[src/rtl/pattern_loader.sv]
`default_nettype none
// ============================================================================
// pattern_loader : loads byte frames (HEADER, N, N data bytes) into the
//                  sequencer's pattern array and zero-fills unused entries.
// Revision       : 1.0
// ============================================================================
module pattern_loader #(
    parameter int         WORD_SIZE      = 8,
    parameter int         ADDRESS_SIZE   = 4,
    parameter int         MEMORY_QTY     = 16,
    parameter int         TIMEOUT_CYCLES = 65535,
    parameter logic [7:0] HEADER         = 8'hA5
) (
    input  logic                    clock,
    input  logic                    reset,
    input  logic                    in_valid,
    input  logic [7:0]              in_data,
    input  logic                    r_en,
    input  logic [ADDRESS_SIZE-1:0] r_addr,
    output logic [WORD_SIZE-1:0]    r_data,
    output logic                    r_ready,
    output logic                    load_done,
    output logic                    load_error
);

    localparam int               CNT_W     = ADDRESS_SIZE + 1;
    localparam int               GAP_W     = $clog2(TIMEOUT_CYCLES + 1);
    localparam logic [CNT_W-1:0] QTY       = CNT_W'(MEMORY_QTY);
    localparam logic [CNT_W-1:0] LAST_ADDR = CNT_W'(MEMORY_QTY - 1);
    localparam logic [GAP_W-1:0] GAP_LAST  = GAP_W'(TIMEOUT_CYCLES - 1);

    typedef enum logic [2:0] {
        S_CLEAR = 3'd0,
        S_IDLE  = 3'd1,
        S_COUNT = 3'd2,
        S_DATA  = 3'd3,
        S_FILL  = 3'd4
    } state_t;

    state_t                  state;
    logic [ADDRESS_SIZE-1:0] clr_addr;
    logic [ADDRESS_SIZE-1:0] wr_addr;
    logic [CNT_W-1:0]        frame_len;
    logic [GAP_W-1:0]        gap;
    logic [WORD_SIZE-1:0]    mem [MEMORY_QTY];

    logic                    wr_en;
    logic [ADDRESS_SIZE-1:0] wr_idx;
    logic [WORD_SIZE-1:0]    wr_val;
    logic                    count_ok;
    logic                    last_byte;
    logic                    fill_last;
    logic                    clear_last;
    logic                    gap_expired;
    logic                    unused_r_en;

    assign unused_r_en = r_en;

    assign count_ok    = (int'(in_data) >= 1) && (int'(in_data) <= MEMORY_QTY);
    assign last_byte   = ({1'b0, wr_addr} + CNT_W'(1)) == frame_len;
    assign fill_last   = {1'b0, wr_addr} == LAST_ADDR;
    assign clear_last  = {1'b0, clr_addr} == LAST_ADDR;
    // One idle edge remains before the gap count reaches TIMEOUT_CYCLES.
    assign gap_expired = gap == GAP_LAST;

    always_comb begin
        wr_en  = 1'b0;
        wr_idx = wr_addr;
        wr_val = '0;
        case (state)
            S_CLEAR: begin
                wr_en  = 1'b1;
                wr_idx = clr_addr;
            end
            S_DATA: begin
                wr_en  = in_valid;
                wr_val = WORD_SIZE'(in_data);
            end
            S_FILL:  wr_en = 1'b1;
            default: wr_en = 1'b0;
        endcase
    end

    always_ff @(posedge clock) begin
        if (wr_en) begin
            mem[wr_idx] <= wr_val;
        end
    end

    assign r_data = ({1'b0, r_addr} < QTY) ? mem[r_addr] : '0;

    always_ff @(posedge clock or posedge reset) begin
        if (reset) begin
            state      <= S_CLEAR;
            clr_addr   <= '0;
            wr_addr    <= '0;
            frame_len  <= '0;
            gap        <= '0;
            r_ready    <= 1'b0;
            load_done  <= 1'b0;
            load_error <= 1'b0;
        end else begin
            load_done  <= 1'b0;
            load_error <= 1'b0;
            case (state)
                S_CLEAR: begin
                    if (clear_last) begin
                        clr_addr <= '0;
                        state    <= S_IDLE;
                        r_ready  <= 1'b1;
                    end else begin
                        clr_addr <= clr_addr + 1'b1;
                    end
                end
                S_IDLE: begin
                    if (in_valid && (in_data == HEADER)) begin
                        gap     <= '0;
                        state   <= S_COUNT;
                        r_ready <= 1'b0;
                    end
                end
                S_COUNT: begin
                    if (in_valid) begin
                        gap <= '0;
                        if (count_ok) begin
                            frame_len <= CNT_W'(in_data);
                            wr_addr   <= '0;
                            state     <= S_DATA;
                        end else begin
                            load_error <= 1'b1;
                            r_ready    <= 1'b1;
                            state      <= S_IDLE;
                        end
                    end else if (gap_expired) begin
                        load_error <= 1'b1;
                        r_ready    <= 1'b1;
                        state      <= S_IDLE;
                    end else begin
                        gap <= gap + 1'b1;
                    end
                end
                S_DATA: begin
                    if (in_valid) begin
                        gap <= '0;
                        if (last_byte) begin
                            if (frame_len == QTY) begin
                                load_done <= 1'b1;
                                r_ready   <= 1'b1;
                                state     <= S_IDLE;
                            end else begin
                                wr_addr <= wr_addr + 1'b1;
                                state   <= S_FILL;
                            end
                        end else begin
                            wr_addr <= wr_addr + 1'b1;
                        end
                    end else if (gap_expired) begin
                        load_error <= 1'b1;
                        r_ready    <= 1'b1;
                        state      <= S_IDLE;
                    end else begin
                        gap <= gap + 1'b1;
                    end
                end
                S_FILL: begin
                    if (fill_last) begin
                        load_done <= 1'b1;
                        r_ready   <= 1'b1;
                        state     <= S_IDLE;
                    end else begin
                        wr_addr <= wr_addr + 1'b1;
                    end
                end
                default: begin
                    clr_addr <= '0;
                    r_ready  <= 1'b0;
                    state    <= S_CLEAR;
                end
            endcase
        end
    end

endmodule
`default_nettype wire

[config.mk]
export PLATFORM = sky130hd
export DESIGN_NAME = pattern_loader
export DESIGN_NICKNAME = d
export VERILOG_FILES = /design/src/rtl/pattern_loader.sv
export SDC_FILE = /design/constraint.sdc
export NUM_CORES = 1
export LEC_CHECK = 0
export CAP_MARGIN = 20
export CELL_PAD_IN_SITES_DETAIL_PLACEMENT = 0
export CELL_PAD_IN_SITES_GLOBAL_PLACEMENT = 1
export CORE_MARGIN = 8
export CORE_UTILIZATION = 35
export CTS_BUF_LIST = sky130_fd_sc_hd__clkbuf_8
export DETAILED_ROUTE_END_ITERATION = 12
export MAX_ROUTING_LAYER = met4
export PLACE_DENSITY = 0.56
export SLEW_MARGIN = 30
export SYNTH_ARGS = -nofsm -noshare
export SYNTH_HDL_FRONTEND = slang
export SYNTH_SLANG_ARGS = --single-unit
[constraint.sdc]
create_clock -name clock -period 2.8 [get_ports clock]
set_input_delay 0.42 -clock clock [delete_from_list [all_inputs] [get_ports clock]]
set_output_delay 0.42 -clock clock [all_outputs]
set_load 0.03 [all_outputs]
Yosys cells after proc, flatten, opt, wreduce, memory -nomap -nowiden
Memory sizes are Yosys's and may differ from the RTL's.
Cells that the tools add are included.
- RAM bits: 128
- latch bits: 0
- memories kept: 1
- ROM bits: 0
- bits in registers: 35
- word-level logic and storage cells: 98
- bitwise gates (word level): 0
- eq/ne operators: 22
- div/mod/pow operators: 0
- multiply operators: 0
- reductions and logical operators: 13
- magnitude comparators: 2
- add/subtract/negate cells: 4
- muxes and demuxes: 48
- shifts and indexed selects: 0
- memories (memory ; depth ; bits a word ; read ports ; clocked after memory_dff ; write ports ; RTL line ; RTL):
    mem ; 16 ; 8 ; 1 ; 0 ; 1 ; 45 ; logic [WORD_SIZE-1:0] mem [MEMORY_QTY];
- operators by type and width (operator ; number):
    2-to-1 mux 16 bit ; 3
    2-to-1 mux 4 bit ; 8
    one-hot mux 16 bit (2 select lines) ; 1
    2-to-1 mux 3 bit ; 8
    2-to-1 mux 1 bit ; 19
    adder 16 x 1 -> 16 bit, second input constant ; 1
    == test 16 bit, second input constant ; 1
    inequality test 3 bit, second input constant ; 5
    one-hot mux 3 bit (5 select lines) ; 1
    inequality test 2 bit, second input constant ; 7
    one-hot mux 4 bit (3 select lines) ; 1
    AND reduction 6 bit ; 2
    adder 4 x 1 -> 4 bit, second input constant ; 2
    == test 4 bit, second input constant ; 2
    == test 8 bit, second input constant ; 1
    greater-or-equal comparator 8 x 1 -> 1 bit, second input constant ; 1
    less-or-equal comparator 8 x 5 -> 1 bit, second input constant ; 1
    2-to-1 mux 8 bit ; 1
    one-hot mux 4 bit (2 select lines) ; 1
    == test 3 x 2 -> 1 bit, second input constant ; 2
    one-hot mux 1 bit (2 select lines) ; 3
    AND reduction 3 bit ; 2
    adder 4 x 1 -> 5 bit, second input constant ; 1
    == test 5 bit ; 1
    other kinds (12) ; 14

Longest topological paths before layout
Gate-level depths: netlist of run 1.
- word-level depth: 5
- mapped depth: 8
- gate-level depth less buffers: 7

Worst setup path after synthesis of run 1
OpenSTA, ideal clock, no wires.
- path kind: input -> output
- from: in r_addr[0]
- to: out r_data[0]
- data required time: 2.380 ns
- setup slack: 0.066 ns
- stages: 4
- arrival time: 2.314 ns
- cell sequence: clkbuf_1 > buf_1 > mux4_2 > mux4_2
- cells in the longest elaborated chain, start to end: 1
- ends and longest elaborated chain (element ; RTL line ; RTL):
    from (decl) ; 19 ; input logic [ADDRESS_SIZE-1:0] r_addr,
    memory (16 x 8 bit) ; -- ;
    to (decl) ; 20 ; output logic [WORD_SIZE-1:0] r_data,
Every way passes these cells.

Final worst setup path of run 1
- from: in r_addr[1]
- to: out r_data[7]
The elaborated chain is that of the path after synthesis.

==> metrics.md, run 1 <==
| Metric | Value |
|---|---|
| DRC violation count after routing | `0` |
| Mean post-synth cell area | `about 16 um2` |
| Top cells by area in the synthesized netlist | `sky130_fd_sc_hd__edfxtp_1, sky130_fd_sc_hd__mux4_2, sky130_fd_sc_hd__dfrtp_1, sky130_fd_sc_hd__nor2_1, sky130_fd_sc_hd__a21oi_1` |
| Nature of the critical path startpoint | `input pin` |
| Post-detailed-route wirelength per cell | `a little over 20 um` |
| Final min period | `2.72 ns` |
| Vias in the first global route | `4371` |
| Clock network power share | `26.3%` |
| Number of maximum-capacitance violations | `0` |
| Detailed placement HPWL | `11100 um` |
| Sw frac | `31.9%` |
| Worst ir drop on vdd | `330 uV` |
| H-Tree Depth | `4` |
| Wire length of the first global-routing pass | `about 26000 um` |
| Share of synthesized registers carrying an async set or reset | `21.5%` |
| Antenna violations before repair | `0` |
| Area occupied by multi-input gates | `2290 um2` |
| Clock-pin slew reported for the worst setup and hold paths after clock tree synthesis | `0.10 ns` |
| Dominant register cell in the synthesized netlist | `sky130_fd_sc_hd__edfxtp_1` |
| Slew @ Worst Pin | `0.577 ns` |
| Highest Clock Rate | `368 MHz` |
| Layout area overhead | `18.5%` |
| Worst path required time | `2.38 ns` |
| Cell Area, Synth | `~7100 um2` |
| Horizontal extent of the die | `159 um` |
| Post-Syn Nets | `476` |
| Power per cell area | `808 nW/um2` |
| Crit path kind | `input pin to primary output` |
| Number of warnings reported in the yosys synthesis log | `0` |
| Clock tree from TritonCTS | `done` |
| Number of different library cells in the post-synthesis netlist | `52` |
| Setup repair after global routing missed its margin | `no` |
| Final critical-path share of the clock period | `97.0%` |
| Combinational share of power | `between 20% and 30%` |
| Starting density of the core | `35.5%` |
| Crit Path Max Fanout | `18` |
| Switching power | `between 0.002 and 0.0025 W` |
| Number of cell rows | `52` |
| Antenna viol nets, final | `0` |
| Final layout net count | `between 500 and 600` |
| Die extent in y | `between 150 and 200 um` |
| Post-DR vias/cell | `~5.3` |
| Setup Slack @ Placement | `-0.164 ns` |
| Clock network latency to the later pin of the worst-skew pair | `0.45 ns` |
| Share of layout cells above drive strength 1 | `26.4%` |
| Global-route congestion overflow total | `0` |
| Worst-case clock skew | `0.0140 ns` |
| Filler instances | `1830` |
| Drt first-iter violations | `between 200 and 300` |
| #FFs+latches synth | `~160` |
| Critical Path AT | `2.30 ns` |
| Maximum number of pins on one net before global-route repair | `36` |
| Final setup slack of the worst path | `around 0.085 ns` |
| Sinks on the clock net | `163` |
| Final setup fails | `0` |
| Die area | `between 20000 and 30000 um2` |
| Area of the core | `20100 um2` |
| Internal power summed over all cells | `0.00466 W` |
| Worst setup slack for register-to-register paths | `0.44 ns` |
| I/O Pins | `27` |
| Element type at the critical path end | `primary output` |
| PortBufs | `25` |
| Drt total wl | `16400 um` |
| Routability cong. | `around 0.83` |
| Sequential fraction of design power | `48.0%` |
| All-layer global routing usage | `13.8%` |
| CTS root buffer | `sky130_fd_sc_hd__clkbuf_8` |
| Post-synthesis sequential area ratio | `66.1%` |
| Outcome | `finished clean` |
| Instance count of the mapped netlist | `456` |
| Final Hold Viols | `0` |
| Number of buffers between clock root and the deepest sink | `2` |
| Tightest slew margin relative to the limit | `61.0%` |
| Portion of synthesized cell area occupied by the leading cell type | `53.8%` |
| Static leakage | `between 2 and 3 nW` |
| CTS Buf Count | `17` |
| Path category of the worst min-delay check | `input pin to asynchronous set/reset pin` |
| Post-Route Hold Slack | `0.363 ns` |
| Via count of the routed design | `4277` |
| Post-synth top area cell | `sky130_fd_sc_hd__edfxtp_1` |
| Number of synthesized flops with an enable pin | `128` |
| Initial DRT Pass Iterations | `5` |
| Number of max-slew violations in the final report | `0` |
| Footprint of the flip-flops and latches | `4720 um2` |
| Number of inserted diodes | `0` |
| Hold buffer count at CTS | `0` |
## state kept, by name, indices dropped and copies added (netlist names)
signal,count
mem,128
frame_len,5
r_ready,1
gap,16
clr_addr,4
wr_addr,4
load_error,1
state,3
load_done,1
## worst max-delay path, stage by stage
cell and delay [ns]:
sky130_fd_sc_hd__clkdlybuf4s50_1 0.50, sky130_fd_sc_hd__buf_12 0.17, sky130_fd_sc_hd__buf_4 0.17, sky130_fd_sc_hd__mux4_2 0.32, sky130_fd_sc_hd__mux4_2 0.50, sky130_fd_sc_hd__buf_4 0.19
## synthesized netlist by cell type (2+ instances only)
master and count:
sky130_fd_sc_hd__edfxtp_1 128, sky130_fd_sc_hd__mux4_2 40, sky130_fd_sc_hd__dfrtp_1 35, sky130_fd_sc_hd__nor2_1 32, sky130_fd_sc_hd__nand2_1 22, sky130_fd_sc_hd__a21oi_1 18, sky130_fd_sc_hd__clkbuf_1 16, sky130_fd_sc_hd__nand3_1 13
sky130_fd_sc_hd__and3_1 11, sky130_fd_sc_hd__inv_1 9, sky130_fd_sc_hd__nand2b_1 9, sky130_fd_sc_hd__o21ai_0 9, sky130_fd_sc_hd__o31ai_1 9, sky130_fd_sc_hd__xnor2_1 9, sky130_fd_sc_hd__buf_1 7, sky130_fd_sc_hd__or4_1 7
sky130_fd_sc_hd__mux2_2 6, sky130_fd_sc_hd__nor3_1 6, sky130_fd_sc_hd__a31oi_1 5, sky130_fd_sc_hd__nand4_1 5, sky130_fd_sc_hd__nor4_1 5, sky130_fd_sc_hd__ha_1 4, sky130_fd_sc_hd__nand3b_1 4, sky130_fd_sc_hd__o22ai_1 4
sky130_fd_sc_hd__a2111oi_0 3, sky130_fd_sc_hd__and4_1 3, sky130_fd_sc_hd__mux2i_1 3, sky130_fd_sc_hd__nor2b_1 3, sky130_fd_sc_hd__a211oi_1 2, sky130_fd_sc_hd__a22o_1 2, sky130_fd_sc_hd__nand4b_1 2, sky130_fd_sc_hd__nor3b_1 2
sky130_fd_sc_hd__o21ba_2 2, sky130_fd_sc_hd__o21bai_1 2, sky130_fd_sc_hd__or2_2 2
## power groups by stage
stage                     Sequential (W)  Combinational [W]  Clock, W
after global routing             0.00333            0.00195   0.00195
after floorplan                  0.00323            0.00119         0
after global placement           0.00333            0.00176         0
final                            0.00328            0.00176   0.00180
after CTS                        0.00328            0.00179   0.00186
after detailed placement         0.00334            0.00179         0
## routing by layer
layer	GRT usage (%)	wire, um	vias up
li1	-	-	1965
met1	17.6	7570	2208
met2	21.6	8010	85
met3	2.59	475	19
met4	5.06	323	0
met5	-	0	-
## timing repair
action / 4_1_cts / 5_1_grt
cloned: 0 / 0
endpoints found under the hold margin: 0 / 0
buffers inserted: 0 / 0
endpoints found under the setup margin: 3 / 1
gates resized for setup: 3 / 1
## layout by cell type, fill, tap and decap left out, drive strengths merged, types with 8 or more instances in the layout
| cell | n |
|---|---|
| inv | 14 |
| nor2 | 32 |
| mux4 | 40 |
| and3 | 11 |
| edfxtp | 128 |
| buf | 60 |
| clkbuf | 17 |
| nand2 | 22 |
| nand3 | 13 |
| dfrtp | 35 |
| clkdlybuf4s50 | 16 |
| o31ai | 9 |
| or4 | 8 |
| a21oi | 18 |
| xnor2 | 9 |
| nand2b | 9 |
| o21ai | 9 |
## worst paths after layout
kind,start,to,depth (start not counted)
worst min-delay path,reset,gap[1],3
max in group asynchronous,reset,gap[11],3
worst max-delay path,r_addr[1],r_data[7],6
worst min register to register,gap[15],gap[15],2
min in group clock,gap[15],gap[15],2
worst max register to register,state[0],gap[7],5
## metrics by stage
step                cell area (um2)  setup TNS (ns)  total power (W)  util, %  std cells
CTS                            8460               0          0.00693     42.1        812
detailed placement             8040           -1.01          0.00512     40.0        781
global route                   8460               0          0.00722     42.1        812
finish                         8460               0          0.00684     42.1        812
floorplan                      7140               0          0.00442        -        456
global placement               8040          -0.765          0.00509     40.0        781
## cells by family (layout without fill, tap and decap cells)
logic type / Yosys count / after routing / share of synthesized area [%]
buffers and inverters: 33 / 119 / 1.84
muxes: 49 / 49 / 14.0
adders and majority gates: 4 / 4 / 0.701
DFF: 163 / 163 / 66.1
xor gates and xnor gates: 10 / 10 / 1.23
AOI/OAI and AO/OA: 66 / 66 / 6.36
and+or+nand+nor: 131 / 131 / 9.80
## cell type report
| cell class | count | area share, % |
|---|---|---|
| clock buffer | 17 | 2.77 |
| clock inverter | 14 | 2.14 |
| inverter | 9 | 0.399 |
| multi-input combinational | 260 | 27.1 |
| sequential | 163 | 55.8 |
| tap | 270 | 3.99 |
| timing repair buffer | 79 | 7.84 |
(Power assumes the default switching activity.)
==> run 2, diff against run 1 <==
Settings changed: CORE_UTILIZATION 35 to 34, PLACE_DENSITY 0.56 to 0.55.
==> metrics.md, run 2 (same netlist as run 1, synthesis figures left out) <==
| Metric | Value |
|---|---|
| Outcome | `finished clean (unchanged)` |
| Critical path, cell by cell | `buf_2 -> buf_4 -> buf_4 -> mux4_2 -> mux4_2 -> buf_4 (was clkdlybuf4s50_1 -> buf_12 -> buf_4 -> mux4_2 -> mux4_2 -> buf_4)` |
| Final setup slack of the worst path | `0.201 ns (was 0.0846 ns)` |
| Internal power summed over all cells | `0.00450 W (was 0.00466 W)` |
| Sw frac | `32.8% (was 31.9%)` |
| Core Util, Final | `40.6% (was 42.1%)` |
| Most frequent standard cell in the layout excluding fill and tap cells | `sky130_fd_sc_hd__edfxtp_1 (unchanged)` |
| Final layout net count | `549 (was 550)` |
| Number of maximum-capacitance violations | `0 (unchanged)` |
| Combinational share of power | `26.7% (was 25.8%)` |
| Vias in the first global route | `4355 (was 4371)` |
| Global-route congestion overflow total | `0 (unchanged)` |
| Met3 Use GR | `2.76% (was 2.59%)` |
| Starting density of the core | `34.3% (was 35.5%)` |
| Wire length of the first global-routing pass | `25300 um (was 26100 um)` |
| Number of max-slew violations in the final report | `0 (unchanged)` |
| Worst ir drop on vdd | `331 uV (was 330 uV)` |
| Detailed placement HPWL | `10900 um (was 11100 um)` |
| Horizontal extent of the die | `161 um (was 159 um)` |
| Path category of the worst min-delay check | `input pin to asynchronous set/reset pin (unchanged)` |
| Final critical-path share of the clock period | `92.8% (was 97.0%)` |
| Number of inserted diodes | `0 (unchanged)` |
| Final Hold Viols | `0 (unchanged)` |
| Worst-case clock skew | `0.0159 ns (was 0.0140 ns)` |
| Crit Path Max Fanout | `8 (was 18)` |
| Sinks on the clock net | `163 (unchanged)` |
| Clock network power share | `24.6% (was 26.3%)` |
| Highest Clock Rate | `385 MHz (was 368 MHz)` |
| Routability cong. | `0.774 (was 0.828)` |
| Element type at the critical path end | `primary output (unchanged)` |
| Tightest slew margin relative to the limit | `57.1% (was 61.0%)` |
| Worst setup path endpoint | `r_data[7] (unchanged)` |
| DRC violation count after routing | `0 (unchanged)` |
| Hold buffer count at CTS | `0 (unchanged)` |
| Sequential fraction of design power | `48.7% (was 48.0%)` |
| Share of layout cells above drive strength 1 | `26.4% (unchanged)` |
| Critical Path AT | `2.18 ns (was 2.30 ns)` |
| H-Tree Depth | `4 (unchanged)` |
| Start point of the critical path | `r_addr[0] (was r_addr[1])` |
| All-layer global routing usage | `13.2% (was 13.8%)` |
| Maximum number of pins on one net before global-route repair | `36 (unchanged)` |
| Setup Slack @ Placement | `-0.223 ns (was -0.164 ns)` |
| Global-route track usage on met2 | `21.5% (was 21.6%)` |
| Slew @ Worst Pin | `0.643 ns (was 0.577 ns)` |
| Static leakage | `2.96 nW (was 2.95 nW)` |
| Die area | `25900 um2 (was 25200 um2)` |
| Switching power | `0.00219 W (was 0.00218 W)` |
| Biggest register | `mem (unchanged)` |
| Initial DRT Pass Iterations | `4 (was 5)` |
| Commonest non-fill, non-tap cells in the layout | `sky130_fd_sc_hd__edfxtp_1, sky130_fd_sc_hd__buf_4, sky130_fd_sc_hd__mux4_2 (unchanged)` |
| Worst path required time | `2.38 ns (about the same)` |
| Layout area overhead | `18.4% (was 18.5%)` |
| Number of cell rows | `53 (was 52)` |
| Drt total wl | `16100 um (was 16400 um)` |
| Final setup fails | `0 (unchanged)` |
| Reg2Reg Depth | `5 (unchanged)` |
| Max reg flops | `128 (unchanged)` |
| Clock tree from TritonCTS | `done (unchanged)` |
| Busiest metal layer after global routing | `met2 (unchanged)` |
| Nature of the critical path startpoint | `input pin (unchanged)` |
| Setup repair after global routing missed its margin | `no (unchanged)` |
| Worst setup slack for register-to-register paths | `0.46 ns (was 0.44 ns)` |
| Post-DR vias/cell | `5.11 (was 5.27)` |
| Drt first-iter violations | `323 (was 284)` |
| Post-detailed-route wirelength per cell | `19.8 um (was 20.2 um)` |
| Cell mode on critical path | `sky130_fd_sc_hd__buf_4` |
| Antenna viol nets, final | `0 (unchanged)` |
| Area of the core | `20800 um2 (was 20100 um2)` |
| CTS root buffer | `sky130_fd_sc_hd__clkbuf_8 (unchanged)` |
| Final min period | `2.60 ns (was 2.72 ns)` |
| Power per cell area | `792 nW/um2 (was 808 nW/um2)` |
| CP max-delay cell | `sky130_fd_sc_hd__mux4_2 (was sky130_fd_sc_hd__clkdlybuf4s50_1)` |
| Max stage delay on crit path | `0.53 ns (was 0.50 ns)` |
| Start of the worst register-to-register path | `state[0] (unchanged)` |
| CTS Buf Count | `17 (unchanged)` |
| Die extent in y | `161 um (was 159 um)` |
| I/O Pins | `27 (unchanged)` |
| Largest registers ranked by flip-flop count | `mem: 128 flops, gap: 16 flops, frame_len: 5 flops (unchanged)` |
| Worst reg2reg endpoint | `gap[12] (was gap[7])` |
| PortBufs | `25 (unchanged)` |
| Antenna violations before repair | `0 (unchanged)` |
| Number of buffers between clock root and the deepest sink | `2 (unchanged)` |
| Number of buffers added for setup after CTS | `0 (unchanged)` |
| Via count of the routed design | `4177 (was 4277)` |
| Clock-pin slew reported for the worst setup and hold paths after clock tree synthesis | `0.08 ns (was 0.10 ns)` |
| Met1 track utilization from global routing | `16.3% (was 17.6%)` |
| Clock network latency to the later pin of the worst-skew pair | `0.45 ns (about the same)` |
| Crit path kind | `input pin to primary output (unchanged)` |
run 2: changes by cell type in the layout (fill, tap and decap cells not counted), moves of 2 or more:
cell,previous run,this run
sky130_fd_sc_hd__buf_4,56,53
sky130_fd_sc_hd__bufinv_16,3,1
sky130_fd_sc_hd__clkinv_4,2,5
sky130_fd_sc_hd__clkinvlp_4,4,2
run 2: metal layers:
| layer | vias to the layer above | share of wire, % |
|---|---|---|
| met4 | 0 | 1.0 |
| met1 | 2134 | 47 |
| met3 | 11 | 2.7 |
| met2 | 62 | 50 |
| li1 | 1970 | - |
| met5 | - | 0 |
run 2: power groups by stage:
stage	sequential [W]	combinational, W	clock (W)
2_1_floorplan	0.00323	0.00119	0
3_3_place_gp	0.00330	0.00176	0
3_5_place_dp	0.00332	0.00181	0
4_1_cts	0.00326	0.00180	0.00169
5_1_grt	0.00330	0.00196	0.00179
6_report	0.00326	0.00178	0.00165
run 2: cell type report:
type / instances / area (um2)
Fill cell: 1955 / 12400
Sequential cell: 163 / 4720
Multi-Input combinational cell: 260 / 2290
Timing Repair Buffer: 78 / 682
Tap cell: 275 / 344
Clock buffer: 17 / 234
Clock inverter: 15 / 149
Inverter: 9 / 33.8
run 2: how the worst min path moves through the flow:
stage            startpoint      endpoint  cells past startpoint  slack (ns)
4_1_cts               reset       gap[12]                      3        0.39
2_1_floorplan  frame_len[4]  frame_len[4]                      1        0.50
5_1_grt               reset        gap[9]                      3        0.41
3_5_place_dp        r_ready       r_ready                      2        0.53
3_3_place_gp        r_ready       r_ready                      2        0.54
6_report              reset        gap[9]                      3        0.39
run 2: timing repair:
action,4_1_cts,5_1_grt
setup endpoints to repair,4,4
resized for setup,5,2
pin swaps,0,0
gates cloned,0,1
run 2: per-stage QoR:
stage	area (um2)	cells	hold WS (ns)	setup TNS, ns	total power (W)
6_report	8450	817	0.387	0	0.00669
4_1_cts	8430	816	0.389	0	0.00676
3_5_place_dp	8050	784	0.533	-1.63	0.00513
3_3_place_gp	8050	784	0.538	-1.28	0.00506
2_1_floorplan	7140	456	0.504	0	0.00442
5_1_grt	8450	817	0.413	0	0.00706
run 2: worst max-delay path, delay by kind of cell:
kind / cells / cell delay [ns]
mux: 2 / 1.03
buf+inv: 4 / 0.73
